`config.mk`:
```
export PLATFORM = sky130hd
export DESIGN_NAME = ibuf_reader
export DESIGN_NICKNAME = d
export VERILOG_FILES = /design/src/rtl/ibuf_reader.sv
export SDC_FILE = /design/constraint.sdc
export NUM_CORES = 1
export LEC_CHECK = 0
export ABC_AREA = 0
export CAP_MARGIN = 10
export CORE_MARGIN = 5
export CORE_UTILIZATION = 54
export DETAILED_ROUTE_END_ITERATION = 7
export HOLD_SLACK_MARGIN = 0.08
export PLACE_DENSITY = 0.85
export SYNTH_ARGS = -nofsm -noshare
export SYNTH_HDL_FRONTEND = slang
export SYNTH_SLANG_ARGS = --single-unit
```
`constraint.sdc`:
```
create_clock -name clk -period 13 [get_ports clk]
set_clock_uncertainty 0.15 [all_clocks]
set_input_delay 2.6 -clock clk [delete_from_list [all_inputs] [get_ports clk]]
set_output_delay 2.6 -clock clk [all_outputs]
set_load 0.01 [all_outputs]
```
`src/rtl/ibuf_reader.sv`:
```
// ibuf_reader: read side of the ping-pong input buffer.
// Walks the conv window per tile and streams POY-wide words to the PE array.
`timescale 1ns/1ps

module ibuf_reader #(
    parameter int DW     = 32,
    parameter int STRIDE = 1,
    parameter int KSIZE  = 3,
    parameter int BURST  = 32,
    parameter int POX    = 16,
    parameter int POY    = 3
) (
    input  logic                clk,
    input  logic                rst,
    input  logic                start,
    input  logic                tile_ready,
    output logic                tile_release,
    output logic                ren,
    output logic [7:0]          rrow,
    output logic [27:0]         rcol,
    input  logic [POY*DW-1:0]   rdata,
    output logic                out_valid,
    input  logic                out_ready,
    output logic [POY*DW-1:0]   out_data,
    output logic                out_last,
    output logic                busy,
    output logic                done
);

    localparam int OXW = (POX > 1) ? $clog2(POX) : 1;
    localparam int KW  = (KSIZE > 1) ? $clog2(KSIZE) : 1;

    // The widest column touched by the window must stay inside one buffer row.
    generate
        if ((POX - 1) * STRIDE + KSIZE - 1 > BURST - 1) begin : g_bad_cfg
            $fatal(1, "ibuf_reader: window columns exceed BURST");
        end
    endgenerate

    typedef enum logic [2:0] {
        S_IDLE,
        S_WAIT,
        S_READ,
        S_DRAIN,
        S_FIN
    } state_t;

    state_t state;
    state_t state_nxt;

    logic [OXW-1:0] ox;
    logic [KW-1:0]  kx;
    logic [KW-1:0]  ky;
    logic [7:0]     base;
    logic [7:0]     row_q;
    logic [27:0]    col_q;
    logic [7:0]     cur_row;
    logic [27:0]    cur_col;
    logic           ox_last;
    logic           kx_last;
    logic           ky_last;
    logic           final_addr;

    logic [POY*DW-1:0] mem_data [2];
    logic              mem_last [2];
    logic              wr_ptr;
    logic              rd_ptr;
    logic [1:0]        count;
    logic              inflight;
    logic              inflight_last;
    logic              push;
    logic              pop;
    logic              credit_ok;
    logic              drain_empty;

    assign ox_last    = (ox == OXW'(POX - 1));
    assign kx_last    = (kx == KW'(KSIZE - 1));
    assign ky_last    = (ky == KW'(KSIZE - 1));
    assign final_addr = ox_last && kx_last && ky_last;

    assign cur_row = base + 8'(ky);
    assign cur_col = 28'(ox) * 28'(STRIDE) + 28'(kx);

    assign push      = inflight;
    assign pop       = out_valid && out_ready;
    // Words held plus words in flight, minus the one leaving now, must leave a slot.
    assign credit_ok = ({1'b0, count} + {2'b00, inflight})
                       < (3'd2 + {2'b00, pop});
    assign drain_empty = !inflight
                         && ((count == 2'd0) || (count == 2'd1 && pop));

    assign out_valid = (count != 2'd0);
    assign out_data  = mem_data[rd_ptr];
    assign out_last  = out_valid && mem_last[rd_ptr];

    // Idle addresses hold the last issued value rather than the next one.
    assign rrow = ren ? cur_row : row_q;
    assign rcol = ren ? cur_col : col_q;

    // State register.
    always_ff @(posedge clk or posedge rst) begin
        if (rst) begin
            state <= S_IDLE;
        end else begin
            state <= state_nxt;
        end
    end

    // Next-state logic.
    always_comb begin
        state_nxt = state;
        case (state)
            S_IDLE:  if (start) state_nxt = S_WAIT;
            S_WAIT:  if (tile_ready) state_nxt = S_READ;
            S_READ:  if (ren && final_addr) state_nxt = S_DRAIN;
            S_DRAIN: if (drain_empty) state_nxt = S_FIN;
            S_FIN:   state_nxt = S_IDLE;
            default: state_nxt = S_IDLE;
        endcase
    end

    // Control outputs decoded from the current state.
    always_comb begin
        ren          = (state == S_READ) && credit_ok;
        busy         = (state != S_IDLE);
        done         = (state == S_FIN);
        tile_release = (state == S_FIN);
    end

    // Window walk: ox innermost, then kx, then ky; wraps to 0 after the last read.
    always_ff @(posedge clk or posedge rst) begin
        if (rst) begin
            ox <= '0;
            kx <= '0;
            ky <= '0;
        end else if (ren) begin
            if (!ox_last) begin
                ox <= ox + 1'b1;
            end else begin
                ox <= '0;
                if (!kx_last) begin
                    kx <= kx + 1'b1;
                end else begin
                    kx <= '0;
                    ky <= ky_last ? '0 : ky + 1'b1;
                end
            end
        end
    end

    // Remember the last issued address so idle cycles hold it.
    always_ff @(posedge clk or posedge rst) begin
        if (rst) begin
            row_q <= '0;
            col_q <= '0;
        end else if (ren) begin
            row_q <= cur_row;
            col_q <= cur_col;
        end
    end

    // Row base flips between the two buffer halves on each finished tile.
    always_ff @(posedge clk or posedge rst) begin
        if (rst) begin
            base <= '0;
        end else if (state == S_FIN) begin
            base <= (base == 8'd0) ? 8'(STRIDE) : 8'd0;
        end
    end

    // Track the read whose data lands next cycle, with its end-of-tile tag.
    always_ff @(posedge clk or posedge rst) begin
        if (rst) begin
            inflight      <= 1'b0;
            inflight_last <= 1'b0;
        end else begin
            inflight      <= ren;
            inflight_last <= ren && final_addr;
        end
    end

    // Two-entry output FIFO fed by the bank read data.
    always_ff @(posedge clk or posedge rst) begin
        if (rst) begin
            for (int i = 0; i < 2; i++) begin
                mem_data[i] <= '0;
                mem_last[i] <= 1'b0;
            end
            wr_ptr <= 1'b0;
            rd_ptr <= 1'b0;
            count  <= 2'd0;
        end else begin
            if (push) begin
                mem_data[wr_ptr] <= rdata;
                mem_last[wr_ptr] <= inflight_last;
                wr_ptr           <= ~wr_ptr;
            end
            if (pop) begin
                rd_ptr <= ~rd_ptr;
            end
            case ({push, pop})
                2'b10:   count <= count + 2'd1;
                2'b01:   count <= count - 2'd1;
                default: count <= count;
            endcase
        end
    end

endmodule
```
# After elaboration in Yosys (flattened, before gate mapping)

Index checks and enable logic that the tools add are counted.

Shifts and indexed selects: 0
Eq/ne operators: 14
Bitwise gates (word level): 4
$mul: 0
Reductions and logical operators: 20
Divide/modulo/power cells: 0
Mux-type cells: 24
Order comparisons: 4
Add/subtract/negate cells: 9

Operators with widths:

| operator              | count |
|---|---|
| $mux W96              | 4 |
| $bwmux W192           | 1 |
| $demux W96 S1         | 1 |
| $mux W28              | 1 |
| $mux W3               | 4 |
| $pmux W3 S4           | 1 |
| $logic_and A1 B1 Y1   | 9 |
| $add A8 B2 Y8         | 1 |
| $logic_not A8 Y1      | 1 |
| $mux W8               | 1 |
| $ne A2 B2 Y1 const B  | 4 |
| $add A2 B1 Y2 const B | 3 |
| $eq A2 B2 Y1 const B  | 3 |
| $eq A3 B2 Y1 const B  | 2 |
| $add A4 B2 Y5         | 1 |
| $mux W1               | 5 |
| $add A4 B1 Y4 const B | 1 |
| $eq A2 B1 Y1 const B  | 2 |
| $eq A4 B4 Y1 const B  | 1 |
| $ge A2 B2 Y1 const B  | 2 |
| $mux W2               | 2 |
| $mux W4               | 1 |
| $not A1 Y2            | 2 |
| $pmux W2 S2           | 1 |
| 19 further kinds      | 21 |

Latch bits: 0
Logic and storage cells: 91
Output and inout bits: 138
Flip-flop bits (word level): 255
Memories kept: 0
Bits in writable memories: 0
Input port bits: 101
Bits in read-only memories: 0

# Depth between registers and ports, before layout

Depth in word-level cells: 8
Gate-level depth with buffers: 8
Gate-level depth less buffers: 6

# Worst setup path after synthesis

Ideal clock, no wire load.

Path type: input port to output port
Start: in out_ready
End: out rcol[1]
Data required time: 10.250 ns
Stages: 6
Data arrival time: 3.749 ns
Setup slack: 6.501 ns
Buffers on the path: 2
Cells stage by stage: or3b_4 a21oi_2 buf_4 buf_4 nor2_1 a21oi_1

Word-level cells in the longest chain between the ends: 5

Ends and longest elaborated chain:

| item                | RTL line | text |
|---|---|---|
| start, declared     | 23       | `input logic out_ready,` |
| $logic_and A1 B1 Y1 | 85       | `assign pop = out_valid && out_ready;` |
| $add A2 B1 Y3       | 88       | `< (3'd2 + {2'b00, pop});` |
| $lt A3 B3 Y1        | 88       |  |
| $logic_and A1 B1 Y1 | 124      | `ren = (state == S_READ) && credit_ok;` |
| named net ren       | 18       | `output logic ren,` |
| $mux W28            | --       |  |
| end, declared       | 20       | `output logic [27:0] rcol,` |

The timed path passes the listed nets, and every way through them passes these cells.

# Worst setup path after layout

Start: in out_ready
End: out rrow[2]

Word-level cells in the longest chain between the ends: 5

Ends and longest elaborated chain:

| item                | RTL line | text |
|---|---|---|
| $logic_and A1 B1 Y1 | 85       |  |
| $add A2 B1 Y3       | 88       |  |
| $lt A3 B3 Y1        | 88       |  |
| $logic_and A1 B1 Y1 | 124      |  |
| $mux W8             | --       |  |
| end, declared       | 19       | `output logic [7:0] rrow,` |

Every way passes these cells.

==> impl_metrics.json <==
{
  "core-area_sq_mm": 0.0193,
  "final_cells": 1211,
  "worst_skew_pair.late_latency_ns": 0.51,
  "crit_type": "primary input to primary output",
  "maxCapViolCount": 0,
  "leakagePower_nw": 6.02,
  "period_share": 0.598,
  "pwr-share-clk": 0.208,
  "syn_nets": 805,
  "p_seq_frac": 0.357,
  "initial_core_util": 0.545,
  "yosys_warnings": 0,
  "cp_max_fo": 47,
  "cp_data_arrival_time_ns": 5.03,
  "io_buffers": 238,
  "final_layout_size_suffix_gt1_frac": 0.377,
  "cts_max_path_buffers": 3,
  "dr_total_vias": 6321,
  "avgRoutedWirePerCell_um": 18.1,
  "drt_wl_total_um": 22000,
  "ys_seq_area_frac": 0.591,
  "cts_buffers": 26,
  "synth_area_per_cell_sq_um": 15.1,
  "worstHoldPathType": "flip-flop to flip-flop",
  "cts_tree": "built",
  "cts_resized": 0,
  "hold_viol": 0,
  "row_count": 51,
  "grt_max_degree": 109,
  "period_minus_slack_ns": 7.78,
  "hold-worst-slack_ns": 0.348,
  "fin_setup_tns_ns": 0,
  "grt_pass1_wl_um": 35700,
  "ios": 239,
  "crit_required_ns": 10.25,
  "area_delta_synth_final_pct": 33.6,
  "grt_setup_unrepaired": "false",
  "status": "finished clean",
  "clock-sinks": 248,
  "synth_cells": 693,
  "combPwrFrac": 0.435,
  "tightest_slew_ns": 0.887,
  "synth_seq_cells": 248,
  "setup_viol": 0,
  "antenna_found_initial": 1,
  "dieArea_sq_mm": 0.0223,
  "dpl.hpwl_um": 14500,
  "switching_share": 0.294,
  "timing.slew.headroom": 0.409,
  "cts_hold_buffers": 0,
  "start_kind": "primary input",
  "final_util": 0.727,
  "grt_pass1_vias": 7006,
  "dp.cells": 1163,
  "routed_via_density": 5.22,
  "synth_area_sq_mm": 0.0105,
  "die_y_um": 149,
  "powerDensity_mw_per_mm2": 261,
  "power.switching_mw": 1.07,
  "cts_root_buf": "clkbuf_16",
  "endpoint_kind": "primary output",
  "grtUsageTotal": 0.196,
  "drt_iter0_markers": 182,
  "drc": 0,
  "drv_slew": 0,
  "post_cts_buffers": 0,
  "p_int_mw": 2.58,
  "synth_cell_types": 36,
  "ant_nets": 0,
  "ir_drop_uv": 177,
  "nets": 1038,
  "drt_first_pass_iters": 4,
  "die_w_um": 149,
  "cts_max_level": 1,
  "max_freq_mhz": 129,
  "gp_congestion": 0.760,
  "clk_pin_slew_ns": 0.06,
  "grt_overflow": 0
}
-- layout make-up --
cell class                      instances  area, sq um
Antenna cell                            1         2.50
Timing Repair Buffer                  244         2430
Inverter                               10         45.0
Tap cell                              265          332
Clock inverter                         10          128
Clock buffer                           37          773
Multi-Input combinational cell        396         4100
Sequential cell                       248         6210
Fill cell                            1327         5260
-- synth_stat cells, drive strengths merged --
cell    instances  area share
nor2            8      0.0029
a21oi           5      0.0027
nand2           9      0.0032
a211oi          1      0.0019
nand4b          1     0.00083
o21ai           4      0.0019
nor3b           1     0.00072
a22o            1     0.00083
or3b            1      0.0011
a21o            1     0.00072
nand3b          2      0.0026
nand2b          2      0.0012
and2            1     0.00060
nand3           4      0.0019
a31oi           1     0.00060
clkbuf         16      0.0057
o32ai           1     0.00083
xor2            3      0.0025
xnor2           5      0.0042
or4b            1      0.0013
mux2          297        0.32
nor2b          30       0.018
fa              1      0.0019
dfrtp         248        0.59
mux2i           3      0.0029
a32o            1     0.00095
buf            23       0.011
or3             1     0.00072
nor3            1     0.00048
inv            10      0.0036
ha             10       0.012
-- power groups by stage --
| stage | clock network, mW | logic [mW] | registers [mW] |
|---|---|---|---|
| finish | 0.761 | 1.59 | 1.30 |
| global route | 0.813 | 1.70 | 1.35 |
| detailed placement | 0 | 1.60 | 1.32 |
| floorplan | 0 | 0.971 | 1.23 |
| global placement | 0 | 1.58 | 1.30 |
| CTS | 0.778 | 1.62 | 1.30 |
-- final timing paths --
| check | startpoint | end | slack [ns] | depth (start not counted) |
|---|---|---|---|---|
| max | out_ready | rrow[2] | 5.22 | 6 |
| min reg2reg | mem_data[2] | mem_data[2] | 0.35 | 1 |
| max reg2reg | inflight | row_q[0] | 10.29 | 6 |
| max in group asynchronous | rst | rd_ptr | 8.74 | 3 |
| min | mem_data[2] | mem_data[2] | 0.35 | 1 |
| min in group asynchronous | rst | mem_data[77] | 2.48 | 2 |
-- through the flow --
step,power (mW),instance area (sq um),worst slack [ns]
floorplan,2.20,10500,3.44
global placement,2.88,13100,5.27
detailed placement,2.92,13100,5.26
CTS,3.70,14000,5.22
global route,3.86,14000,5.09
finish,3.65,14000,5.22
-- layout by cell type, fill, tap and decap left out, drive strengths merged --
cell           synthesis  final
a211oi                 1      1
a21o                   1      1
a21oi                  5      5
a22o                   1      1
a31oi                  1      1
a32o                   1      1
and2                   1      1
buf                   23      6
bufinv                 0      3
clkbuf                16     37
clkdlybuf4s50          0    238
clkinv                 0      6
clkinvlp               0      1
dfrtp                248    248
diode                  0      1
fa                     1      1
ha                    10     10
inv                   10     10
mux2                 297    297
mux2i                  3      3
nand2                  9      9
nand2b                 2      2
nand3                  4      4
nand3b                 2      2
nand4b                 1      1
nor2                   8      8
nor2b                 30     30
nor3                   1      1
nor3b                  1      1
o21ai                  4      4
o32ai                  1      1
or3                    1      1
or3b                   1      1
or4b                   1      1
xnor2                  5      5
xor2                   3      3
-- layer usage --
metal / vias to the layer above / global-route usage / share of wire
met5: - / 0 / 0
met4: 0 / 0.0609 / 0.029
met3: 48 / 0.0529 / 0.066
met2: 159 / 0.340 / 0.50
met1: 3198 / 0.241 / 0.41
li1: 2916 / - / -
-- state kept, by name (all words and copies together) (netlist names) --
name and cells:
base 1, col_q 28, count 2, inflight 1, inflight_last 1, kx 2
ky 2, mem_data 192, mem_last 2, ox 4, rd_ptr 1, row_q 8
state 3, wr_ptr 1
-- logic make-up (layout without fill, tap and decap cells) --
group | Yosys count | count (layout) | share of synthesized area
xor+xnor | 8 | 8 | 0.00668
buf+inv | 49 | 301 | 0.0203
other cells | 0 | 1 | 0
simple gates | 62 | 62 | 0.0354
fa+ha+maj | 11 | 11 | 0.0138
mux | 300 | 300 | 0.322
compound gates | 15 | 15 | 0.0105
flops | 248 | 248 | 0.591
-- critical path, cell delays in order --
cell and delay, ns:
clkdlybuf4s50_1 0.50, or3b_4 0.43, a21oi_4 0.16, buf_4 0.41, mux2_2 0.40, clkdlybuf4s50_1 0.50
(Power assumes the default switching activity.)
